### config.mk
export PLATFORM = sky130hd
export DESIGN_NAME = led_blink_ctrl
export DESIGN_NICKNAME = d
export VERILOG_FILES = /design/src/rtl/led_pkg.sv /design/src/rtl/led_chan.sv /design/src/rtl/led_blink_ctrl.sv
export SDC_FILE = /design/constraint.sdc
export NUM_CORES = 1
export LEC_CHECK = 0
export BUFFER_PORTS_ARGS = -buffer_cell sky130_fd_sc_hd__buf_4
export CAP_MARGIN = 20
export CORE_MARGIN = 8
export CORE_UTILIZATION = 35
export DETAILED_ROUTE_END_ITERATION = 8
export PLACE_DENSITY = 0.6
export SLEW_MARGIN = 20
export SYNTH_ARGS = -nofsm -noshare
export SYNTH_HDL_FRONTEND = slang
export SYNTH_SLANG_ARGS = --single-unit
### constraint.sdc
create_clock -name clk_50m -period 7.6 [get_ports clk_50m]
set_input_delay 2.28 -clock clk_50m [delete_from_list [all_inputs] [get_ports clk_50m]]
set_output_delay 2.28 -clock clk_50m [all_outputs]
set_load 0.01 [all_outputs]
### src/rtl/led_pkg.sv
// Shared types and helpers for the multi-channel LED blink controller.
package led_pkg;

  typedef enum logic [1:0] {
    LED_OFF     = 2'd0,
    LED_ON      = 2'd1,
    LED_BLINK   = 2'd2,
    LED_ONESHOT = 2'd3
  } led_mode_t;

  function automatic logic lit_on_load(input led_mode_t m);
    return (m == LED_ON) || (m == LED_ONESHOT);
  endfunction

endpackage

### src/rtl/led_chan.sv
// One LED channel: config registers, phase counter, led and done flops.
module led_chan
  import led_pkg::*;
#(
  parameter int CNT_WIDTH = 6,
  parameter int SRC_W     = 2
) (
  input  logic                 clk_i,
  input  logic                 rst_n_i,
  input  logic                 tick_i,
  input  logic                 wr_en_i,
  input  led_mode_t            cfg_mode_i,
  input  logic [SRC_W-1:0]     cfg_src_i,
  input  logic [CNT_WIDTH-1:0] cfg_div_i,
  output logic [SRC_W-1:0]     src_o,
  output logic                 led_o,
  output logic                 done_o
);

  led_mode_t            mode_q, mode_d;
  logic [SRC_W-1:0]     src_q, src_d;
  logic [CNT_WIDTH-1:0] div_q, div_d;
  logic [CNT_WIDTH-1:0] cnt_q, cnt_d;
  logic                 led_q, led_d;
  logic                 done_q, done_d;
  logic [CNT_WIDTH-1:0] div_eff;
  logic                 last;

  assign div_eff = (div_q == '0) ? CNT_WIDTH'(1) : div_q;
  assign last    = (cnt_q == div_eff - CNT_WIDTH'(1));

  always_comb begin
    mode_d = mode_q;
    src_d  = src_q;
    div_d  = div_q;
    cnt_d  = cnt_q;
    led_d  = led_q;
    done_d = 1'b0;
    // A write on the same cycle as a tick wins; the tick is dropped.
    if (wr_en_i) begin
      mode_d = cfg_mode_i;
      src_d  = cfg_src_i;
      div_d  = cfg_div_i;
      cnt_d  = '0;
      led_d  = lit_on_load(cfg_mode_i);
    end else if (tick_i) begin
      unique case (mode_q)
        LED_BLINK: begin
          if (last) begin
            led_d = ~led_q;
            cnt_d = '0;
          end else begin
            cnt_d = cnt_q + CNT_WIDTH'(1);
          end
        end
        LED_ONESHOT: begin
          if (last) begin
            led_d  = 1'b0;
            mode_d = LED_OFF;
            cnt_d  = '0;
            done_d = 1'b1;
          end else begin
            cnt_d = cnt_q + CNT_WIDTH'(1);
          end
        end
        default: begin
          cnt_d = '0;
        end
      endcase
    end
  end

  always_ff @(posedge clk_i) begin
    if (!rst_n_i) begin
      mode_q <= LED_OFF;
      src_q  <= '0;
      div_q  <= CNT_WIDTH'(1);
      cnt_q  <= '0;
      led_q  <= 1'b0;
      done_q <= 1'b0;
    end else begin
      mode_q <= mode_d;
      src_q  <= src_d;
      div_q  <= div_d;
      cnt_q  <= cnt_d;
      led_q  <= led_d;
      done_q <= done_d;
    end
  end

  assign src_o  = src_q;
  assign led_o  = led_q;
  assign done_o = done_q;

endmodule

### src/rtl/led_blink_ctrl.sv
// Multi-channel LED driver: config decode, per-channel tick mux, channel array.
module led_blink_ctrl
  import led_pkg::*;
#(
  parameter int NUM_CH    = 4,
  parameter int NUM_TICKS = 3,
  parameter int CNT_WIDTH = 6,
  localparam int SRC_W = (NUM_TICKS > 1) ? $clog2(NUM_TICKS) : 1,
  localparam int CH_W  = (NUM_CH > 1) ? $clog2(NUM_CH) : 1
) (
  input  logic                 clk_50m,
  input  logic                 reset_n,
  input  logic [NUM_TICKS-1:0] tick_in,
  input  logic                 cfg_we,
  input  logic [CH_W-1:0]      cfg_ch,
  input  logic [1:0]           cfg_mode,
  input  logic [SRC_W-1:0]     cfg_src,
  input  logic [CNT_WIDTH-1:0] cfg_div,
  output logic [NUM_CH-1:0]    led_out,
  output logic [NUM_CH-1:0]    oneshot_done
);

  for (genvar i = 0; i < NUM_CH; i++) begin : g_ch
    logic [SRC_W-1:0] src;
    logic             wr_en;
    logic             tick;

    assign wr_en = cfg_we && (int'(cfg_ch) == i);
    // Out-of-range source indices never tick.
    assign tick  = (int'(src) < NUM_TICKS) ? tick_in[src] : 1'b0;

    led_chan #(
      .CNT_WIDTH (CNT_WIDTH),
      .SRC_W     (SRC_W)
    ) u_chan (
      .clk_i      (clk_50m),
      .rst_n_i    (reset_n),
      .tick_i     (tick),
      .wr_en_i    (wr_en),
      .cfg_mode_i (led_mode_t'(cfg_mode)),
      .cfg_src_i  (cfg_src),
      .cfg_div_i  (cfg_div),
      .src_o      (src),
      .led_o      (led_out[i]),
      .done_o     (oneshot_done[i])
    );
  end

endmodule
## Word-level counts from Yosys, hierarchy flattened

Cells that the tools add are included.

- Bits of input ports: 18
- Flip-flop bits (word level): 72
- Logic and storage cells: 188

- Reductions and logical operators: 46
- Multiplexer cells: 64
- Magnitude comparators: 8
- Add/subtract/negate cells: 8
- Bitwise logic cells: 13
- Equal/unequal tests: 25

Operator list:

| operator | count |
|---|---|
| 6-bit 2-to-1 mux | 12 |
| 2-bit 2-to-1 mux | 16 |
| 1-bit 2-to-1 mux | 28 |
| 6-bit by 1-bit adder with 6-bit output (second input constant) | 4 |
| 6-bit == test | 4 |
| 6-bit logical NOT | 4 |
| 3-bit by 1-bit inequality test with 1-bit output (second input constant) | 8 |
| 2-bit nonzero test | 12 |
| 6-bit by 1-bit subtractor with 6-bit output (second input constant) | 4 |
| 2-bit == test (second input constant) | 11 |
| 4-bit AND reduction | 4 |
| 2-bit OR reduction | 8 |
| 4-bit OR reduction | 4 |
| 1-bit inverter | 13 |
| 2-bit by 3-bit less-than comparator with 1-bit output (second input constant) | 4 |
| 3-bit AND reduction | 4 |
| 3-bit nonzero test | 4 |
| 1-bit binary-select mux with 2-bit select | 4 |
| 2-bit less-than comparator (second input constant) | 4 |
| 1-bit one-hot mux with 2 select lines | 4 |
| 2-bit by 1-bit == test with 1-bit output (second input constant) | 2 |
| 1-bit logical AND | 4 |
| 2-bit logical NOT | 1 |
| 1-bit logical OR | 1 |

## Depth between registers and ports, before layout

Gate-level depths: netlist of run 1.

- Word-level depth: 8
- Gate-level depth with buffers: 9

## Cells and area by module

Synthesis of run 1 repeated with hierarchy kept, for this count alone.

- Cell total of the unflattened synthesis: 449
- Area total of the unflattened synthesis: 3972.6 sq um

By module, submodules not included:

| module | cells each | sequential area each (sq um) | instances | area an instance (sq um) |
|---|---|---|---|---|
| led_chan (g_ch[0].u_chan ...) | 109 | 360.3 | 3 | 972.2 |
| led_chan (g_ch[1].u_chan) | 105 | 360.3 | 1 | 945.9 |
| led_blink_ctrl | 17 | 0.0 | 1 | 110.1 |

## Least setup slack after synthesis of run 1

OpenSTA, ideal clock, no wires.

- Kind: input -> register
- From: in cfg_ch[1]
- To: reg g_ch[2].u_chan.cnt_q[5]
- Buffers on the path: 2
- Path slack: 3.967 ns
- Cell stages on the path: 7
- Arrival time: 3.514 ns
- Cells stage by stage: clkbuf_1 > nand2_1 > or2_2 > clkbuf_1 > nand4_1 > nor4_1 > a211o_1

- Word-level cells in the longest chain between the ends: 3

Ends and longest elaborated chain:

| item | line | source |
|---|---|---|
| start, declared | led_blink_ctrl.sv:15 | `input logic [CH_W-1:0] cfg_ch,` |
| 2-bit == test | led_blink_ctrl.sv:28 | `assign wr_en = cfg_we && (int'(cfg_ch) == i);` |
| 1-bit logical AND | led_blink_ctrl.sv:28 |  |
| 2-bit OR reduction (no line) | -- |  |
| end signal, assigned | led_chan.sv:85 | `cnt_q <= cnt_d;` |
| end, declared | led_chan.sv:23 | `logic [CNT_WIDTH-1:0] cnt_q, cnt_d;` |

No other way between the ends.
A chain may end at the register's enable or synchronous reset.

## Final worst setup path of run 1

- From: in tick_in[1]
- To: reg g_ch[3].u_chan.cnt_q[0]

- Word-level cells in the longest chain between the ends: 3

Ends and longest elaborated chain:

| item | line | source |
|---|---|---|
| start, declared | led_blink_ctrl.sv:13 | `input logic [NUM_TICKS-1:0] tick_in,` |
| 1-bit binary-select mux with 2-bit select | led_blink_ctrl.sv:30 | `assign tick = (int'(src) < NUM_TICKS) ? tick_in[src] : 1'b0;` |
| 1-bit 2-to-1 mux (not written as such) | led_blink_ctrl.sv:30 |  |
| 1-bit 2-to-1 mux | led_blink_ctrl.sv:30 |  |
| end signal, assigned | led_chan.sv:85 |  |
| end, declared | led_chan.sv:23 |  |

No other way between the ends. The select of a mux whose other input is x is not followed.

==> run summary, run 1 <==
Synth top area share - 35.6%
Mapped Area - 0.00404 mm^2
Worst Hold Launch - g_ch[1].u_chan.mode_q[0]$_SDFFE_PN0P_
Port Buf Inserts - 25
EDFF count, synth - 0
Sequential cell area - 0.00144 mm^2
Critical path arrival - 3.88 ns
Net Sw Power - 0.237 mW
Area of the multi-input gates - 0.00239 mm^2
Crit-path max cell delay - 0.57 ns
Final Power - 0.916 mW
Period utilisation layout - 47.6%
Initial core utilization - 35.6%
Fin area - 0.00454 mm^2
Share of cells above drive strength 1 - 11.0%
Clock power share - 46.8%
Core area - 0.0114 mm^2
Synth Instances - 524
Clk slew on worst S/H paths - 0.06 ns
Die Ht - 123 um
Final nets - 545
Critical-path top delay cell - o21ai_1
Buf/Inv on CP - 1
Root buffer cell - clkbuf_16
Synth Net Count - 546
Final Max Tran Viols - 0
Comb pwr share - 9.5%
Clk sinks - 72
Area Overhead vs Synth - 12.3%
DR pass1 iterations - 4
Std-Cell Rows - 39
Top post-synthesis cells by area - dfxtp_1 (36%), nand2_1 (10%), a21boi_0 (5.9%), nand3_1 (3.2%), nor2_1 (3.0%)
Outcome - completed
VDD IR-drop max - 129 uV
Final setup viols - 0
Clk_lat worst skew - 0.34 ns
Fill cell count - 1,177
Vias in the first global route - 3,506
Slew margin rel. - 34.4%
Cell Count, Final, Fillers Out - 671
Critical-path cell list - buf_4, mux2i_1, o21ai_1, nand2_1, or3b_2, a21oi_1
Pwr dens - 202 mW/mm^2
RR Startpoint - g_ch[2].u_chan.div_q[0]$_SDFFE_PN1P_
Sequential element share of the synthesized area - 35.6%
Yosys warnings - 0
Synthesized area per cell - 7.72 um^2
Post-synth top flop - dfxtp_1
Routed wire length per instance - 14.4 um
Largest net degree at the start of global routing - 54
Drt drc - 0
CP Launch Type - input pin
H-tree depth - 3
Die Wd - 123 um
Fin crit period - 3.62 ns
CTS resizes - 0
Worst EP required - 7.86 ns
FF+latch count, synth - 72
Cell taking the most area after synthesis - dfxtp_1
Placed wire-length estimate - 6940 um
Worst hold slack - 0.479 ns
Crit-path max FO - 10
Fraction of registers with async set/reset - 0%
# hold bufs at CTS - 0
HP Class - reg -> reg
Synth unique cells - 62
Post-placement cell area - 0.00423 mm^2
DR iter-0 viols - 206
Ant. Diodes - 0
Internal - 0.679 mW
Share of power burned in registers - 43.7%
Postcts setup bufs - 0
GRT overflow - 0
Switch share - 25.9%
CP top delay family - compound AO/OA/AOI/OAI gates
LEAKAGE - 1.58 nW
Drt total wl - 9670 um
Tot GR Track Use - 13.2%
Final hold vios - 0
Critical path class - in -> reg
CTS max path bufs - 2
Final Skew - 0.00699 ns
RSZ-0062 raised after global routing - false
Post-route ant nets - 0
Die ar. - 0.0152 mm^2
Inst Count DP - 655
CTS tree - done
Via count - 3,630
First-pass GRT wire length - 16,300 um
CP endpoint kind - flop
# IOs - 26
RePlAce Congestion - 0.802
MaxCap Viol Count - 0
Fmax - 276 MHz
Source of the critical timing path - tick_in[1]
Vias per cell - 5.41
Total negative slack - 0 ns
TritonCTS Buffers - 9
Initial antenna violation count - 0
Worst-Margin Slew - 0.979 ns
## stage by stage
step	setup WS, ns	util [%]
2_1_floorplan	3.97	-
3_3_place_gp	3.65	37.2
3_5_place_dp	3.63	37.2
4_1_cts	3.98	39.9
5_1_grt	3.86	39.9
6_report	3.98	39.9
## final cells by class
type                            count  share of cell area (%)
Timing Repair Buffer               26                    4.30
Multi-Input combinational cell    405                    52.6
Tap cell                          143                    3.94
Inverter                            9                   0.744
Sequential cell                    72                    31.7
Clock buffer                        9                    4.96
Clock inverter                      7                    1.74
## synth_stat cells (3+ instances only)
cell type / n
nand2_1: 109
dfxtp_1: 72
a21boi_0: 32
nor2_1: 32
clkbuf_1: 26
nand3_1: 26
o21ai_0: 17
nor4_1: 15
a21oi_1: 12
nand4_1: 12
nor3_1: 11
xnor2_1: 11
a31oi_1: 9
buf_4: 9
inv_1: 9
mux2i_1: 9
xor2_1: 8
nand2b_1: 6
o31ai_1: 6
or2_2: 6
nor2b_1: 5
o211ai_1: 5
a211o_1: 4
a32oi_1: 4
and2_1: 4
and3_1: 4
ha_1: 4
nand4b_1: 4
nand3b_1: 3
nor3b_1: 3
o21bai_1: 3
o41ai_1: 3
or4_1: 3
## power groups by stage
stage	combinational, mW	sequential [mW]	clock [mW]
after floorplan	0.0658	0.402	0
after global placement	0.0845	0.408	0
after detailed placement	0.0869	0.409	0
after CTS	0.0874	0.400	0.437
after global routing	0.0967	0.402	0.453
final	0.0870	0.400	0.429
## kinds of logic after synthesis
logic type / count (synthesis) / share of synthesized area (%)
flip-flops: 72 / 35.6
XOR/XNOR: 19 / 4.12
buffers and inverters: 47 / 5.45
adder cells (fa/ha/maj): 4 / 1.24
multiplexers: 9 / 2.23
AND/OR/NAND/NOR: 257 / 31.3
AO/OA/AOI/OAI: 116 / 20.0
## final timing paths
check / endpoint / slack, ns / depth (start not counted)
worst max-delay path: g_ch[3].u_chan.cnt_q[0]$_SDFFE_PP0P_ / 3.98 / 6
worst min-delay path: g_ch[1].u_chan.done_o$_SDFF_PP0_ / 0.48 / 2
worst max register to register: g_ch[2].u_chan.cnt_q[5]$_SDFFE_PP0P_ / 5.05 / 7
worst min register to register: g_ch[1].u_chan.done_o$_SDFF_PP0_ / 0.48 / 2
## tightest hold or removal path: cells and delay by family, from the launching register on
| family | cells | cell delay, ns |
|---|---|---|
| flops | 1 | 0.33 |
| simple gates | 2 | 0.11 |
## registers in the layout, indices dropped and copies added (netlist names)
signal / cells
g_ch.u_chan.src_o: 8
g_ch.u_chan.mode_q: 8
g_ch.u_chan.cnt_q: 24
g_ch.u_chan.led_o: 4
g_ch.u_chan.done_o: 4
g_ch.u_chan.div_q: 24
## cell usage in the layout (no fill, tap or decap), drive strengths merged, types with 5 or more instances in the layout
| cell | count |
|---|---|
| buf | 26 |
| o31ai | 6 |
| or2 | 7 |
| nand3 | 26 |
| a21oi | 12 |
| nor2b | 5 |
| nor4 | 15 |
| or4 | 5 |
| clkbuf | 9 |
| mux2i | 9 |
| xnor2 | 11 |
| o211ai | 5 |
| xor2 | 8 |
| nand2b | 6 |
| nor3 | 11 |
| o21ai | 19 |
| a31oi | 9 |
| a21boi | 32 |
| nand4 | 12 |
| nand2 | 109 |
| inv | 11 |
| nor2 | 32 |
| dfxtp | 72 |
## routing by layer
layer	up-vias	share of wire, %	global-route usage [%]
li1	1869	-	-
met1	1706	46	15.7
met2	45	50	23.0
met3	10	3.4	2.74
met4	0	1.1	4.82
met5	-	0	0
No activity file was read; power rests on OpenSTA's default activity.
==> inputs of run 2 (changes only) <==
--- a/config.mk
+++ b/config.mk
@@ -10,7 +10,7 @@
 export CORE_MARGIN = 8
 export CORE_UTILIZATION = 35
 export DETAILED_ROUTE_END_ITERATION = 8
-export PLACE_DENSITY = 0.6
+export PLACE_DENSITY = 0.62
 export SLEW_MARGIN = 20
 export SYNTH_ARGS = -nofsm -noshare
 export SYNTH_HDL_FRONTEND = slang
==> constraint.sdc (replaced) <==
create_clock -name clk_50m -period 3.3 [get_ports clk_50m]
set_input_delay 0.99 -clock clk_50m [delete_from_list [all_inputs] [get_ports clk_50m]]
set_output_delay 0.99 -clock clk_50m [all_outputs]
set_load 0.01 [all_outputs]
==> run 2 against run 1 <==
- die area is the same
- critical path depth grew 1
- cell count grew 0.60%
- first-iteration DRC count grew 70%
- via count grew 1.9%
- count of clock-buffer cells in the layout grew 3
- design area is essentially flat
- sequential cell count is the same
- total power grew 120%
- largest cell class unchanged
- highest routed layer unchanged
==> run summary, run 2 (synthesized netlist as in run 1, its figures left out) <==
Die ar. - 0.0152 mm^2
Tot GR Track Use - 13.7%
LEAKAGE - 1.59 nW
Critical-path cell list - or4_4, mux2i_1, xnor2_1, or4_4, nand4_1, nor2_1, a211o_1
Clk slew on worst S/H paths - 0.06 ns
Biggest regs - g_ch.u_chan.cnt_q: 24 flops, g_ch.u_chan.div_q: 24 flops
Final setup viols - 0
Post-placement cell area - 0.00427 mm^2
Post-route ant nets - 0
Drt total wl - 10,000 um
RSZ-0062 raised after global routing - false
Final core occ - 40.0%
Fin crit period - 2.56 ns
First-pass GRT wire length - 16,800 um
Root buffer cell - clkbuf_16
Ant. Diodes - 0
Inst Count DP - 660
WHS Path Cells - 2
Placed wire-length estimate - 7230 um
VDD IR-drop max - 238 uV
Worst hold slack - 0.482 ns
Slew margin rel. - 51.9%
CP top delay family - simple AND/OR/NAND/NOR gates
Critical-path top delay cell - or4_4
Clk sinks - 72
Pwr dens - 448 mW/mm^2
Vias in the first global route - 3,490
# hold bufs at CTS - 0
CTS resizes - 0
Via count - 3,698
Dpl ws - 0.741 ns
Area Overhead vs Synth - 12.3%
Critical path arrival - 2.77 ns
Die Wd - 123 um
CP endpoint kind - flop
Final nets - 550
H-tree depth - 3
Critical path class - reg -> reg
Worst EP required - 3.52 ns
Final Max Tran Viols - 0
Crit-path max cell delay - 0.57 ns
TritonCTS Buffers - 9
Routed wire length per instance - 14.8 um
CTS tree - done
Port Buf Inserts - 25
GRT overflow - 0
Die Ht - 123 um
Crit-path max FO - 9
Final Power - 2.04 mW
HP Class - reg -> reg
Outcome - completed
Crit Reg-Reg Endpoint - g_ch[2].u_chan.cnt_q[4]$_SDFFE_PP0P_
Crit path top cell by count - or4_4
Worst Hold Launch - g_ch[1].u_chan.mode_q[0]$_SDFFE_PN0P_
Postcts setup bufs - 0
Vias per cell - 5.48
MaxCap Viol Count - 0
Fin area - 0.00454 mm^2
Initial antenna violation count - 0
Setup ws final - 0.743 ns
Final hold vios - 0
RePlAce Congestion - 0.820
Share of cells above drive strength 1 - 11.3%
Fmax - 391 MHz
DR iter-0 viols - 351
Drt drc - 0
Reg2Reg Setup Slack - 0.74 ns
CTS max path bufs - 2
Most frequent cells in the layout - nand2_1 (109), dfxtp_1 (72), a21boi_0 (32), nor2_1 (32), buf_4 (31)
Final Skew - 0.00523 ns
Clk_lat worst skew - 0.33 ns
Reg2reg path depth - 7
Period utilisation layout - 77.5%
Largest net degree at the start of global routing - 38
Commonest non-fill, non-tap cell in the layout - nand2_1
Total negative slack - 0 ns
Hold Path End - g_ch[1].u_chan.done_o$_SDFF_PP0_
# IOs - 26
Worst-Margin Slew - 0.718 ns
Buf/Inv on CP - 0
Initial core utilization - 35.6%
Core area - 0.0114 mm^2
Std-Cell Rows - 39
RR Startpoint - g_ch[2].u_chan.div_q[0]$_SDFFE_PN1P_
Cell Count, Final, Fillers Out - 675
DR pass1 iterations - 4
CP Launch Type - flop
[run 2: area by class of cell]
cell class                 count  area [um^2]
timing repair buffer          31          233
sequential                    72         1440
clock inverter                 3         17.5
fill                        1179         6830
tap                          143          179
multi-input combinational    405         2380
clock buffer                  12          256
inverter                       9         33.8
[run 2: worst max path at each step]
stage | endpoint | start | slack (ns) | depth (start not counted)
finish | g_ch[2].u_chan.cnt_q[4]$_SDFFE_PP0P_ | g_ch[2].u_chan.div_q[0]$_SDFFE_PN1P_ | 0.74 | 7
global route | g_ch[2].u_chan.cnt_q[5]$_SDFFE_PP0P_ | g_ch[2].u_chan.div_q[0]$_SDFFE_PN1P_ | 0.62 | 7
CTS | g_ch[2].u_chan.cnt_q[4]$_SDFFE_PP0P_ | g_ch[2].u_chan.div_q[0]$_SDFFE_PN1P_ | 0.74 | 7
detailed placement | g_ch[2].u_chan.cnt_q[4]$_SDFFE_PP0P_ | g_ch[2].u_chan.div_q[0]$_SDFFE_PN1P_ | 0.74 | 7
global placement | g_ch[2].u_chan.cnt_q[5]$_SDFFE_PP0P_ | g_ch[2].u_chan.div_q[0]$_SDFFE_PN1P_ | 0.83 | 7
floorplan | g_ch[2].u_chan.led_o$_SDFFE_PN0P_ | g_ch[2].u_chan.div_q[0]$_SDFFE_PN1P_ | 0.85 | 8
[run 2: tightest hold or removal path, cell delays in order, from the launching register on]
cell	delay, ns
dfxtp_1	0.33
nand3_1	0.07
nor2_1	0.04
[run 2: power breakdown]
| group | leakage [nW] | internal, mW | total, mW | switching, mW |
|---|---|---|---|---|
| combinational | 0.876 | 0.0851 | 0.207 | 0.122 |
| sequential | 0.584 | 0.891 | 0.922 | 0.0311 |
| clock | 0.134 | 0.543 | 0.906 | 0.363 |
| total | 1.59 | 1.52 | 2.04 | 0.516 |
[run 2: layer usage]
layer,vias up,GRT usage (%),part of all wire (%)
li1,1869,-,-
met1,1743,16.1,45
met2,71,23.7,49
met3,15,3.01,4.7
met4,0,5.72,1.5
met5,-,0,0
